## config.mk

```make
export PLATFORM = sky130hd
export DESIGN_NAME = aes_shift_rows_pipe
export DESIGN_NICKNAME = d
export VERILOG_FILES = /design/src/rtl/aes_pkg.sv /design/src/rtl/aes_pipe_stage.sv /design/src/rtl/aes_shift_rows_pipe.sv
export SDC_FILE = /design/constraint.sdc
export NUM_CORES = 1
export LEC_CHECK = 0
export ABC_AREA = 1
export CORE_MARGIN = 5
export CORE_UTILIZATION = 45
export DETAILED_ROUTE_END_ITERATION = 7
export PLACE_DENSITY_LB_ADDON = 0.3
export REMOVE_ABC_BUFFERS = 1
export SETUP_SLACK_MARGIN = 0.1
export SKIP_LAST_GASP = 1
export SYNTH_ARGS = -nofsm -noshare
export SYNTH_HDL_FRONTEND = slang
export SYNTH_SLANG_ARGS = --single-unit
```

## constraint.sdc

```tcl
create_clock -name clk -period 1.3 [get_ports clk]
set_input_delay 0.26 -clock clk [delete_from_list [all_inputs] [get_ports clk]]
set_output_delay 0.26 -clock clk [all_outputs]
set_load 0.005 [all_outputs]
```

## src/rtl/aes_pkg.sv

```systemverilog
// Shared Rijndael helpers for the round datapath.
//   AES_NB      : column count of the AES state
//   MAX_NB      : widest supported Rijndael state (8 columns)
//   shift_off() : ShiftRows offset of a given row for a given column count
//   shift_rows(): ShiftRows / InvShiftRows as a pure byte permutation on a
//                 left-justified MAX_STATE_W-bit state (byte k at bits [8k:8k+7])
package aes_pkg;

    localparam int unsigned AES_NB      = 4;
    localparam int unsigned MAX_NB      = 8;
    localparam int unsigned MAX_STATE_W = 32 * MAX_NB;

    // Rows 2 and 3 shift one further for 8-column states.
    function automatic int unsigned shift_off(input int unsigned nb, input int unsigned row);
        if (nb == 8 && row >= 2) begin
            return row + 1;
        end
        return row;
    endfunction

    // Every output byte is a fixed source byte for a given nb; inv only selects
    // between two permutations, so this maps to a 2:1 byte mux per position.
    function automatic logic [0:MAX_STATE_W-1] shift_rows(input logic [0:MAX_STATE_W-1] state,
                                                          input int unsigned             nb,
                                                          input logic                    inv);
        logic [0:MAX_STATE_W-1] res;
        int unsigned row;
        int unsigned col;
        int unsigned src;
        res = '0;
        for (int unsigned k = 0; k < 4 * MAX_NB; k++) begin
            if (k < 4 * nb) begin
                row = k % 4;
                col = k / 4;
                if (inv) begin
                    src = (col + nb - shift_off(nb, row)) % nb;
                end else begin
                    src = (col + shift_off(nb, row)) % nb;
                end
                res[8*k +: 8] = state[8*(4*src + row) +: 8];
            end
        end
        return res;
    endfunction

endpackage

```

## src/rtl/aes_pipe_stage.sv

```systemverilog
// One elastic register stage (valid/ready on both sides).
//   clk, rst_n       : clock, asynchronous active-low reset
//   flush            : synchronous drop of the held transaction
//   up_valid_i/up_ready_o/up_data_i   : upstream side
//   dn_valid_o/dn_ready_i/dn_data_o   : downstream side
// The stage loads whenever it is empty or its content leaves this cycle, so an
// empty stage never blocks upstream even while downstream stalls.
module aes_pipe_stage #(
    parameter int unsigned W = 8
) (
    input  logic         clk,
    input  logic         rst_n,
    input  logic         flush,
    input  logic         up_valid_i,
    output logic         up_ready_o,
    input  logic [W-1:0] up_data_i,
    output logic         dn_valid_o,
    input  logic         dn_ready_i,
    output logic [W-1:0] dn_data_o
);

    logic         valid_q, valid_d;
    logic [W-1:0] data_q, data_d;
    logic         load;

    assign load       = !valid_q || dn_ready_i;
    assign up_ready_o = load;
    assign dn_valid_o = valid_q;
    assign dn_data_o  = data_q;

    always_comb begin
        valid_d = valid_q;
        data_d  = data_q;
        if (flush) begin
            valid_d = 1'b0;
        end else if (load) begin
            valid_d = up_valid_i;
            // Data only moves with a real transaction; bubbles leave it untouched.
            if (up_valid_i) begin
                data_d = up_data_i;
            end
        end
    end

    always_ff @(posedge clk or negedge rst_n) begin
        if (!rst_n) begin
            valid_q <= 1'b0;
            data_q  <= '0;
        end else begin
            valid_q <= valid_d;
            data_q  <= data_d;
        end
    end

endmodule

```

## src/rtl/aes_shift_rows_pipe.sv

```systemverilog
// Pipelined, elastic ShiftRows / InvShiftRows with per-transaction direction.
//   clk, rst_n            : clock, asynchronous active-low reset
//   flush                 : synchronous clear of every stage; blocks input that cycle
//   in_valid/in_ready     : input handshake; in_inv selects InvShiftRows, in_tag is sideband
//   state_in              : column-major state, byte k at [8k:8k+7]
//   out_valid/out_ready   : output handshake; out_tag / state_out travel together
//   occupancy             : number of stages currently holding a transaction
// The permutation sits in front of stage 1; later stages only carry the result.
module aes_shift_rows_pipe
    import aes_pkg::*;
#(
    parameter int unsigned NB          = AES_NB,
    parameter int unsigned PIPE_STAGES = 2,
    parameter int unsigned TAG_W       = 4
) (
    input  logic               clk,
    input  logic               rst_n,
    input  logic               flush,
    input  logic               in_valid,
    output logic               in_ready,
    input  logic               in_inv,
    input  logic [TAG_W-1:0]   in_tag,
    input  logic [0:32*NB-1]   state_in,
    output logic               out_valid,
    input  logic               out_ready,
    output logic [TAG_W-1:0]   out_tag,
    output logic [0:32*NB-1]   state_out,
    output logic [2:0]         occupancy
);

    localparam int unsigned STATE_W = 32 * NB;
    localparam int unsigned W       = STATE_W + TAG_W;

    if (!(NB == 4 || NB == 6 || NB == 8)) begin : g_bad_nb
        $error("aes_shift_rows_pipe: NB must be 4, 6 or 8");
    end
    if (PIPE_STAGES < 1 || PIPE_STAGES > 4) begin : g_bad_stages
        $error("aes_shift_rows_pipe: PIPE_STAGES must be 1..4");
    end

    // Permutation on a state padded to the widest Rijndael size.
    logic [0:MAX_STATE_W-1] state_pad;
    logic [0:MAX_STATE_W-1] perm_full;

    always_comb begin
        state_pad              = '0;
        state_pad[0:STATE_W-1] = state_in;
    end

    assign perm_full = shift_rows(state_pad, NB, in_inv);

    if (STATE_W < MAX_STATE_W) begin : g_pad_tail
        logic unused_perm_tail;
        assign unused_perm_tail = ^perm_full[STATE_W:MAX_STATE_W-1];
    end

    // Link k feeds stage k+1; link PIPE_STAGES is the output port.
    logic [W-1:0]         stage_data [PIPE_STAGES+1];
    logic [PIPE_STAGES:0] stage_valid;
    logic [PIPE_STAGES:0] stage_ready;
    logic [PIPE_STAGES-1:0] stage_up_ready;
    logic                 unused_up_ready;

    assign stage_valid[0] = in_valid && !flush;
    assign stage_data[0]  = {in_tag, perm_full[0:STATE_W-1]};

    // Ready chain computed in one place from the valid bits so the
    // out_ready -> in_ready path stays a plain combinational ripple.
    always_comb begin
        stage_ready              = '0;
        stage_ready[PIPE_STAGES] = out_ready;
        for (int k = int'(PIPE_STAGES); k >= 1; k--) begin
            stage_ready[k-1] = !stage_valid[k] || stage_ready[k];
        end
    end

    for (genvar k = 1; k <= PIPE_STAGES; k++) begin : g_stage
        aes_pipe_stage #(
            .W (W)
        ) u_stage (
            .clk        (clk),
            .rst_n      (rst_n),
            .flush      (flush),
            .up_valid_i (stage_valid[k-1]),
            .up_ready_o (stage_up_ready[k-1]),
            .up_data_i  (stage_data[k-1]),
            .dn_valid_o (stage_valid[k]),
            .dn_ready_i (stage_ready[k]),
            .dn_data_o  (stage_data[k])
        );
    end

    // Each stage reports the same readiness the chain above already derives.
    assign unused_up_ready = ^stage_up_ready;

    assign in_ready  = stage_ready[0] && !flush;
    assign out_valid = stage_valid[PIPE_STAGES];
    assign out_tag   = stage_data[PIPE_STAGES][W-1 -: TAG_W];
    assign state_out = stage_data[PIPE_STAGES][STATE_W-1:0];

    always_comb begin
        occupancy = '0;
        for (int unsigned k = 1; k <= PIPE_STAGES; k++) begin
            occupancy = occupancy + 3'(stage_valid[k]);
        end
    end

endmodule

```

# --- Yosys cells after proc, flatten, opt, wreduce, memory -nomap -nowiden ---
# Index checks and enable logic that the tools add are counted.
op_classes:
  add_sub_neg: 9
  reduce_logical: 11
  mux: 8
  shift: 8
  bitwise: 9
op_table:
  columns: ["cell", "count"]
  rows:
  - ["$shiftx A256 B33 Y257", 8]
  - ["$not A8 Y33", 6]
  - ["$not A32 Y33", 2]
  - ["$add A29 B1 Y29 const B", 1]
  - ["$add A4 B2 Y5 const B", 4]
  - ["$add A4 B1 Y5 const B", 3]
  - ["$mux W2", 4]
  - ["$reduce_and A3 Y1", 2]
  - ["$mux W1", 4]
  - ["$reduce_bool A2 Y1", 2]
  - ["$logic_not A1 Y1", 3]
  - ["$add A1 B1 Y2", 1]
  - ["$logic_and A1 B1 Y1", 2]
  - ["$logic_or A1 B1 Y1", 2]
  - ["$not A1 Y1", 1]
totals:
  reg_bits: 266
  input_bits: 138

# --- Longest topological paths before layout ---
# Gate-level depths: netlist of the first run.
depth:
  ltp_word: 5
  ltp_mapped: 7
  mapped_depth_nobuf: 5

# --- Modules after synthesis ---
# From an unflattened synthesis of the first run, not the netlist that was laid out.
hier_totals:
  hier_cells: 1339
  hier_area_um2: 11240.8
modules_own_cells:
  columns: ["mod", "instances", "area_per_inst_um2", "cells_each", "seq_area_each_um2"]
  rows:
  - ["aes_pipe_stage", 2, 5212.5, 577, 3328.2]
  - ["aes_shift_rows_pipe", 1, 815.8, 185, 0.0]

# --- Least setup slack after synthesis of the first run ---
# No wires, ideal clock.
synth_path:
  kind: "register -> register"
  from: "reg g_stage[2].u_stage.valid_q"
  to: "reg g_stage[1].u_stage.data_q[10]"
  arrival_time_ps: 1182
  path_slack_ps: 52
  setup_time_ps: 66
  synth_period_minus_slack_ps: 1248
  n_path_buf: 2
  stages_incl_launch_ff: 6
  cell_sequence: "dfrtp_1 -> nand3_2 -> buf_2 -> buf_1 -> nand3_1 -> nand2_1"
synth_via:
  elab_chain_len: 4
synth_lines:
  columns: ["element", "line_no", "text"]
  rows:
  - ["start, declared", "aes_pipe_stage.sv:22", "logic valid_q, valid_d;"]
  - ["start signal, assigned", "aes_pipe_stage.sv:50", "valid_q <= valid_d;"]
  - ["$logic_not A1 Y1", "aes_shift_rows_pipe.sv:73", "stage_ready[k-1] = !stage_valid[k] || stage_ready[k];"]
  - ["$logic_or A1 B1 Y1", "aes_shift_rows_pipe.sv:73", null]
  - ["$logic_or A1 B1 Y1", "aes_pipe_stage.sv:26", "assign load = !valid_q || dn_ready_i;"]
  - ["$reduce_and A3 Y1 (no source line)", null, null]
  - ["end signal, assigned", "aes_pipe_stage.sv:51", "data_q <= data_d;"]
  - ["end, declared", "aes_pipe_stage.sv:23", "logic [W-1:0] data_q, data_d;"]
# No other way between the ends.
# A chain may end at the register's enable or synchronous reset.

# --- Final worst setup path of the first run ---
layout_path:
  from: "reg g_stage[1].u_stage.valid_q"
  to: "reg g_stage[2].u_stage.data_q[40]"
layout_via:
  elab_chain_len: 1
layout_lines:
  columns: ["element", "line_no"]
  rows:
  - ["start, declared", "aes_pipe_stage.sv:22"]
  - ["start signal, assigned", "aes_pipe_stage.sv:50"]
  - ["$reduce_and A3 Y1 (no source line)", null]
  - ["end signal, assigned", "aes_pipe_stage.sv:51"]
  - ["end, declared", "aes_pipe_stage.sv:23"]
# No other way between the ends.

==> impl_metrics.csv, run 1 <==
group,metric,value,unit
run_status,result_of_the_run,"complete, but fails checks",
critical_path,cp_common_cell,"buf_6",
synth,ranking_of_synthesized_cells_by_instance_count,"nand2_1, dfrtp_1, nand3_1",
synth,synthDistinctLibCells,16,
route,vias,10960,
route,met2_length,20040,um
placement,hpwlAfterDp,20390,um
route,route.detailed.vias_per_inst,5.258,
cts,cts_max_path_buffers,3,
placement,globalplace.congestion,0.8036,
critical_path,crit_buf_inv,6,
critical_path,worstSetupEndpointType,"register",
global_routing,groute.usage.overall,22.01,%
timing,finalCriticalPeriod,1.687,ns
global_routing,grt_antenna_before_repair,3,
global_routing,grt_pass1_wl,51110,um
critical_path,setup.worst_path.start_class,"register",
critical_path,worst_ep_required_time,1.77,ns
route,drt-wirelength-per-cell,19.25,um
global_routing,grt_pass1_vias,10110,
timing,final.hold.worst_slack,0.2349,ns
critical_path,crit_end,"g_stage[2].u_stage.dn_data_o[40]",
cts,cts_tree,"yes",
critical_path,regToRegEndpoint,"g_stage[2].u_stage.dn_data_o[40]",
synth,postSynth.topFlopCell,"dfrtp_1",
timing,max_slew_margin,56.22,%
floorplanning,die-area,27610,sq um
floorplanning,floorplan.die.height,166.2,um
critical_path,critical_path_class,"reg2reg",
cts,cts.sinks,266,
cts,tritoncts.num_buffers,28,
synth,ys_async_sr_fraction,100.0,%
critical_path,worst_r2r_path_depth,9,
timing,hold_violations,0,
critical_path,crit_chain,"buf_6, buf_4, buf_6, buf_6, nand3_4, buf_12, clkbuf_16, nand2_1, nand2_1",
run,cap_viol_max_count,0,
critical_path,timing.critical_path.arrival,2.16,ns
synth,synthesis.instances,1353,
pwr,static-leakage-power,0.009417,uW
synth,synthDominantAreaCellType,"dfrtp_1",
cts,cts_root_buffer,"clkbuf_16",
timing,post-route-worst-setup-slack,-0.3871,ns
cts,path_clk_slew,0.06,ns
timing,grt_setup_unrepaired,"yes",
global_routing,largest_net_degree_at_the_start_of_global_routing,60,
synth,yosys_warnings,0,
timing,finalSetupTns,-72.45,ns
layout,nNetsFinal,1875,
floorplanning,coreArea,24180,sq um
pwr,power_density,1416,nW/um^2
pwr,ir_worst_vdd,0.7954,mV
route,drt_pass1_iterations,6,
route,dr.max_layer_used,"met4",
route,postRouteAntennaNets,0,
placement,dp.cells,1925,
critical_path,worstPathMaxFanout,8,
critical_path,timing.critical_path.slowest_cell_delay,0.42,ns
route,drt_drc_violations_left,0,
layout,layout.cells.non_filler,2085,
critical_path,beginning_of_the_worst_register_to_register_path,"g_stage[1].u_stage.dn_valid_o",
synth,synth.most_common_cell,"nand2_1",
route,route.met3.wl,3371,um
synth,yosys-top-cells-area,"dfrtp_1, nand2_1, nand3_1",
synth,synth_area_per_cell,8.112,sq um
timing,worst_pin_slew,0.6552,ns
timing,worst_clock_skew,0.007200,ns
placement,port_buffers,273,
layout,post-route-util,71.67,%
synth,synth.top_cell.area_share,60.65,%
timing,timing.final.crit_share,129.8,%
critical_path,worst_path_max_delay_cell,"dfrtp_1",
run_status,failed_checks,"negative setup slack",
layout,num-fill-cells,1755,
floorplanning,die-width,166.2,um
layout,layout-drive-gt1-share,29.82,%
global_routing,grt_remaining_overflow,0,
floorplanning,floorplan.initialDensity,45.40,%
min_path,hold_removal_path_class,"in2async",
critical_path,path_depth,9,
floorplanning,placement_rows,57,
synth,synth_seq_cells,266,
timing,achievable-frequency,592.7,MHz
route,finalWirelength,40140,um
timing,final_setup_violating_endpoints,365,
synth,portion_of_the_post_synthesis_area_used_by_sequential_elements,60.65,%
floorplanning,boundaryPins,275,
layout,area_growth,57.88,%
route,detail_route.iter0.violations,1257,
cts,h-tree-depth,1,
route,detail_route.wirelength.met1,15250,um
critical_path,timing.critical_path.from,"g_stage[1].u_stage.dn_valid_o",
critical_path,r2r_setup_slack,-0.39,ns
synth,synth-edff-count,0,
cts,clock_latency_on_the_worst_skew_pair,0.53,ns
critical_path,crit_family,"buffers and inverters",
timing,timing.final.max_slew_violations,0,
synth,syn-cell-area,10980,sq um
## per-layer routing
metal	GRT usage [%]	up-vias
li1	-	4969
met2	37.52	585
met5	0	-
met3	4.475	115
met4	5.667	0
met1	28.99	5293
## cell usage in the layout, fill, tap and decap left out, types with 24 or more instances in the layout
cell type / instances
buf_6: 24
nand2_2: 120
buf_4: 64
nand2_4: 45
buf_2: 131
clkbuf_16: 58
dfrtp_1: 265
nand3_1: 129
clkdlybuf4s50_1: 135
buf_12: 31
nand2_1: 690
## cells by family (layout without fill, tap and decap cells)
kind of cell	after synthesis	after routing	share of synthesized area [%]
buffers and inverters	90	491	3.534
DFF	266	266	60.65
adders and majority gates	1	1	0.1140
and+or+nand+nor	993	996	35.58
other	1	5	0.03417
AOI/OAI and AO/OA	2	2	0.09111
## state kept, by name, indices dropped and copies added (netlist names)
name,cells
g_stage.u_stage.dn_data_o,264
g_stage.u_stage.dn_valid_o,2
## metrics by stage
step / setup WS, ns / total power, uW / area, sq um
final: -0.3871 / 24540 / 17330
after global routing: -0.4473 / 25600 / 17330
after CTS: -0.3624 / 23430 / 15360
after detailed placement: -0.4370 / 15260 / 14570
after global placement: -0.4313 / 15120 / 14570
after floorplan: -4.836 / 12030 / 10610
## area by class of cell
type | instances | area, sq um | area share [%]
timing repair buffer | 434 | 4512 | 26.04
antenna | 4 | 10.01 | 0.05777
sequential | 266 | 6658 | 38.42
multi-input combinational | 1000 | 4706 | 27.16
clock buffer | 46 | 889.6 | 5.134
tap | 324 | 405.4 | 2.340
clock inverter | 5 | 125.1 | 0.7221
inverter | 6 | 22.52 | 0.1300
## where the power goes
part	switching [uW]	internal, uW	leakage [uW]
registers	1020	9690	0.00337
logic	2490	2670	0.00555
clock network	3250	5430	0.000498
total	6760	17800	0.00942
## repair_timing
item                                   4_1_cts  5_1_grt
gates cloned                                 1       50
buffers inserted                            47        7
setup endpoints to repair                  400      401
pin swaps                                    2       59
endpoints found under the hold margin      199        0
hold buffers                                 1        0
gates resized for setup                    557      273
## worst min path at each step
stage                                        to  slack [ns]  cells past startpoint  start
2_1_floorplan   g_stage[1].u_stage.dn_data_o[0]       -0.04                      0  rst_n
3_3_place_gp   g_stage[2].u_stage.dn_data_o[91]        0.18                      1  rst_n
3_5_place_dp   g_stage[2].u_stage.dn_data_o[91]        0.19                      1  rst_n
4_1_cts        g_stage[2].u_stage.dn_data_o[91]        0.25                      2  rst_n
5_1_grt        g_stage[2].u_stage.dn_data_o[59]        0.28                      2  rst_n
6_report        g_stage[1].u_stage.dn_data_o[8]        0.23                      2  rst_n
Note: power is estimated with default switching activity, not from simulation.
==> inputs of run 2 (changes only) <==
Clock period 1.3 ns to 1.35 ns, I/O delays scaled along.
==> impl_metrics.csv, run 2 (synthesis gave the netlist of run 1 again) <==
group,metric,value,unit
floorplanning,placement_rows,57,
min_path,hold_removal_path_class,"in2async",
timing,final_setup_violating_endpoints,269,
pwr,share_of_power_burned_in_combinational_logic,20.8,%
floorplanning,die-area,27610,sq um
global_routing,grt_remaining_overflow,0,
global_routing,grt_antenna_before_repair,2,
cts,cts.sinks,266,
layout,num-fill-cells,1824,
pwr,power_density,1310,nW/um^2
timing,timing.final.crit_share,121.4,%
critical_path,timing.critical_path.arrival,2.05,ns
pwr,total_power,21720,uW
cts,h-tree-depth,1,
critical_path,worstSetupEndpointType,"register",
pwr,power.clock.fraction,32.6,%
pwr,ir_worst_vdd,0.7772,mV
layout,largest_reg_flops,264,
route,drt_drc_violations_left,0,
critical_path,timing.critical_path.slowest_cell_delay,0.41,ns
pwr,switchingPower,5993,uW
global_routing,largest_net_degree_at_the_start_of_global_routing,74,
route,drt_pass1_iterations,5,
placement,globalplace.congestion,0.8097,
pwr,p_seq_share,46.5,%
timing,worst_clock_skew,0.01860,ns
layout,layout.cells.non_filler,2077,
layout,layout-drive-gt1-share,22.33,%
critical_path,timing.critical_path.from,"g_stage[1].u_stage.dn_valid_o",
cts,cts_tree,"yes",
timing,hold_violations,0,
critical_path,regToRegEndpoint,"g_stage[1].u_stage.dn_data_o[120]",
timing,grt_setup_unrepaired,"yes",
pwr,static-leakage-power,0.009120,uW
route,vias,10590,
critical_path,r2r_setup_slack,-0.29,ns
timing,finalCriticalPeriod,1.639,ns
cts,cts_max_path_buffers,3,
run_status,failed_checks,"negative setup slack",
critical_path,setup.worst_path.start_class,"register",
floorplanning,die-width,166.2,um
cts,tritoncts.num_buffers,27,
placement,dp.cells,1929,
route,route.detailed.vias_per_inst,5.099,
route,drt-wirelength-per-cell,18.22,um
route,postRouteAntennaNets,0,
pwr,fraction_of_power_spent_switching_nets,27.60,%
timing,final.hold.worst_slack,0.1790,ns
critical_path,critical_path_class,"reg2reg",
placement,port_buffers,273,
route,detail_route.iter0.violations,921,
route,finalWirelength,37850,um
timing,timing.final.max_slew_violations,0,
global_routing,grt_pass1_wl,51320,um
critical_path,worst_path_max_delay_cell,"dfrtp_1",
floorplanning,coreArea,24180,sq um
floorplanning,boundaryPins,275,
layout,nNetsFinal,1874,
critical_path,worstPathMaxFanout,8,
floorplanning,floorplan.die.height,166.2,um
critical_path,crit_chain,"buf_6, nand3_4, buf_4, buf_6, buf_12, buf_12, clkbuf_16, nand3_1, nand2_1",
cts,cts_root_buffer,"clkbuf_16",
layout,post-route-util,68.58,%
floorplanning,floorplan.initialDensity,45.40,%
run,cap_viol_max_count,0,
timing,post-route-worst-setup-slack,-0.2893,ns
cts,clock_latency_on_the_worst_skew_pair,0.52,ns
layout,layout.cells.most_common,"nand2_1",
run_status,result_of_the_run,"complete, but fails checks",
placement,hpwlAfterDp,20070,um
layout,area_growth,51.06,%
global_routing,grt_pass1_vias,9951,
critical_path,worst_r2r_path_depth,9,
timing,achievable-frequency,610.0,MHz
critical_path,beginning_of_the_worst_register_to_register_path,"g_stage[1].u_stage.dn_valid_o",
cts,path_clk_slew,0.06,ns
layout,layout_common_cells,"nand2_1, dfrtp_1, clkdlybuf4s50_1",
pwr,intPower,15730,uW
global_routing,groute.usage.overall,22.25,%
critical_path,worst_ep_required_time,1.76,ns
[run 2: cell types whose count changed in the layout (fill, tap and decap cells not counted), sizes merged]
cell	delta
bufbuf	+1
clkbuf	-13
clkinv	+2
diode	-2
bufinv	-3
buf	+7
[run 2: critical path, delay by kind of cell (launching register included)]
kind	cells	cell delay [ns]
buf+inv	6	0.88
flops	1	0.41
simple gates	3	0.22
[run 2: power by group through the flow]
stage	Sequential (uW)	Clock, uW	Combinational [uW]
detailed placement	10200	0	4490
global route	10300	7560	5030
floorplan	10200	0	1430
global placement	10200	0	4380
CTS	10100	7200	4210
finish	10100	7090	4530
[run 2: area by class of cell]
class                      instances  area, sq um  area share (%)
multi-input combinational       1000         4253           25.65
clock inverter                     4        48.80          0.2943
clock buffer                      41        768.2           4.634
antenna                            2        5.005         0.03019
tap                              324        405.4           2.445
timing repair buffer             434         4419           26.65
sequential                       266         6658           40.16
inverter                           6        22.52          0.1358
[run 2: repair_timing]
item / 4_1_cts / 5_1_grt
resized for setup: 552 / 87
buffers inserted: 53 / 6
cloned: 3 / 39
hold buffers: 1 / 0
endpoints found under the setup margin: 394 / 400
hold endpoints to repair: 160 / 0
pin swaps: 4 / 10
[run 2: per-stage QoR]
step / TNS [ns] / cell area [sq um] / setup slack [ns]
floorplan: -895.14 / 10610 / -4.796
global placement: -75.78 / 14680 / -0.3928
detailed placement: -80.53 / 14680 / -0.4069
CTS: -37.28 / 15360 / -0.2811
global route: -56.76 / 16580 / -0.3403
finish: -46.22 / 16580 / -0.2893
[run 2: how the worst max path moves through the flow]
stage	cells after the start	slack, ns	endpoint
2_1_floorplan	5	-4.80	g_stage[1].u_stage.dn_data_o[0]
3_3_place_gp	6	-0.39	in_ready
3_5_place_dp	6	-0.41	in_ready
4_1_cts	5	-0.28	in_ready
5_1_grt	9	-0.34	g_stage[1].u_stage.dn_data_o[120]
6_report	9	-0.29	g_stage[1].u_stage.dn_data_o[120]
[run 2: routing by layer]
metal  up-vias  GRT usage (%)  wire length [um]
li1       4955              -                 -
met2       513          37.45             18510
met4         2          6.671              1489
met3        97          5.046              3312
met5         -              0                11
met1      5023          29.00             14520
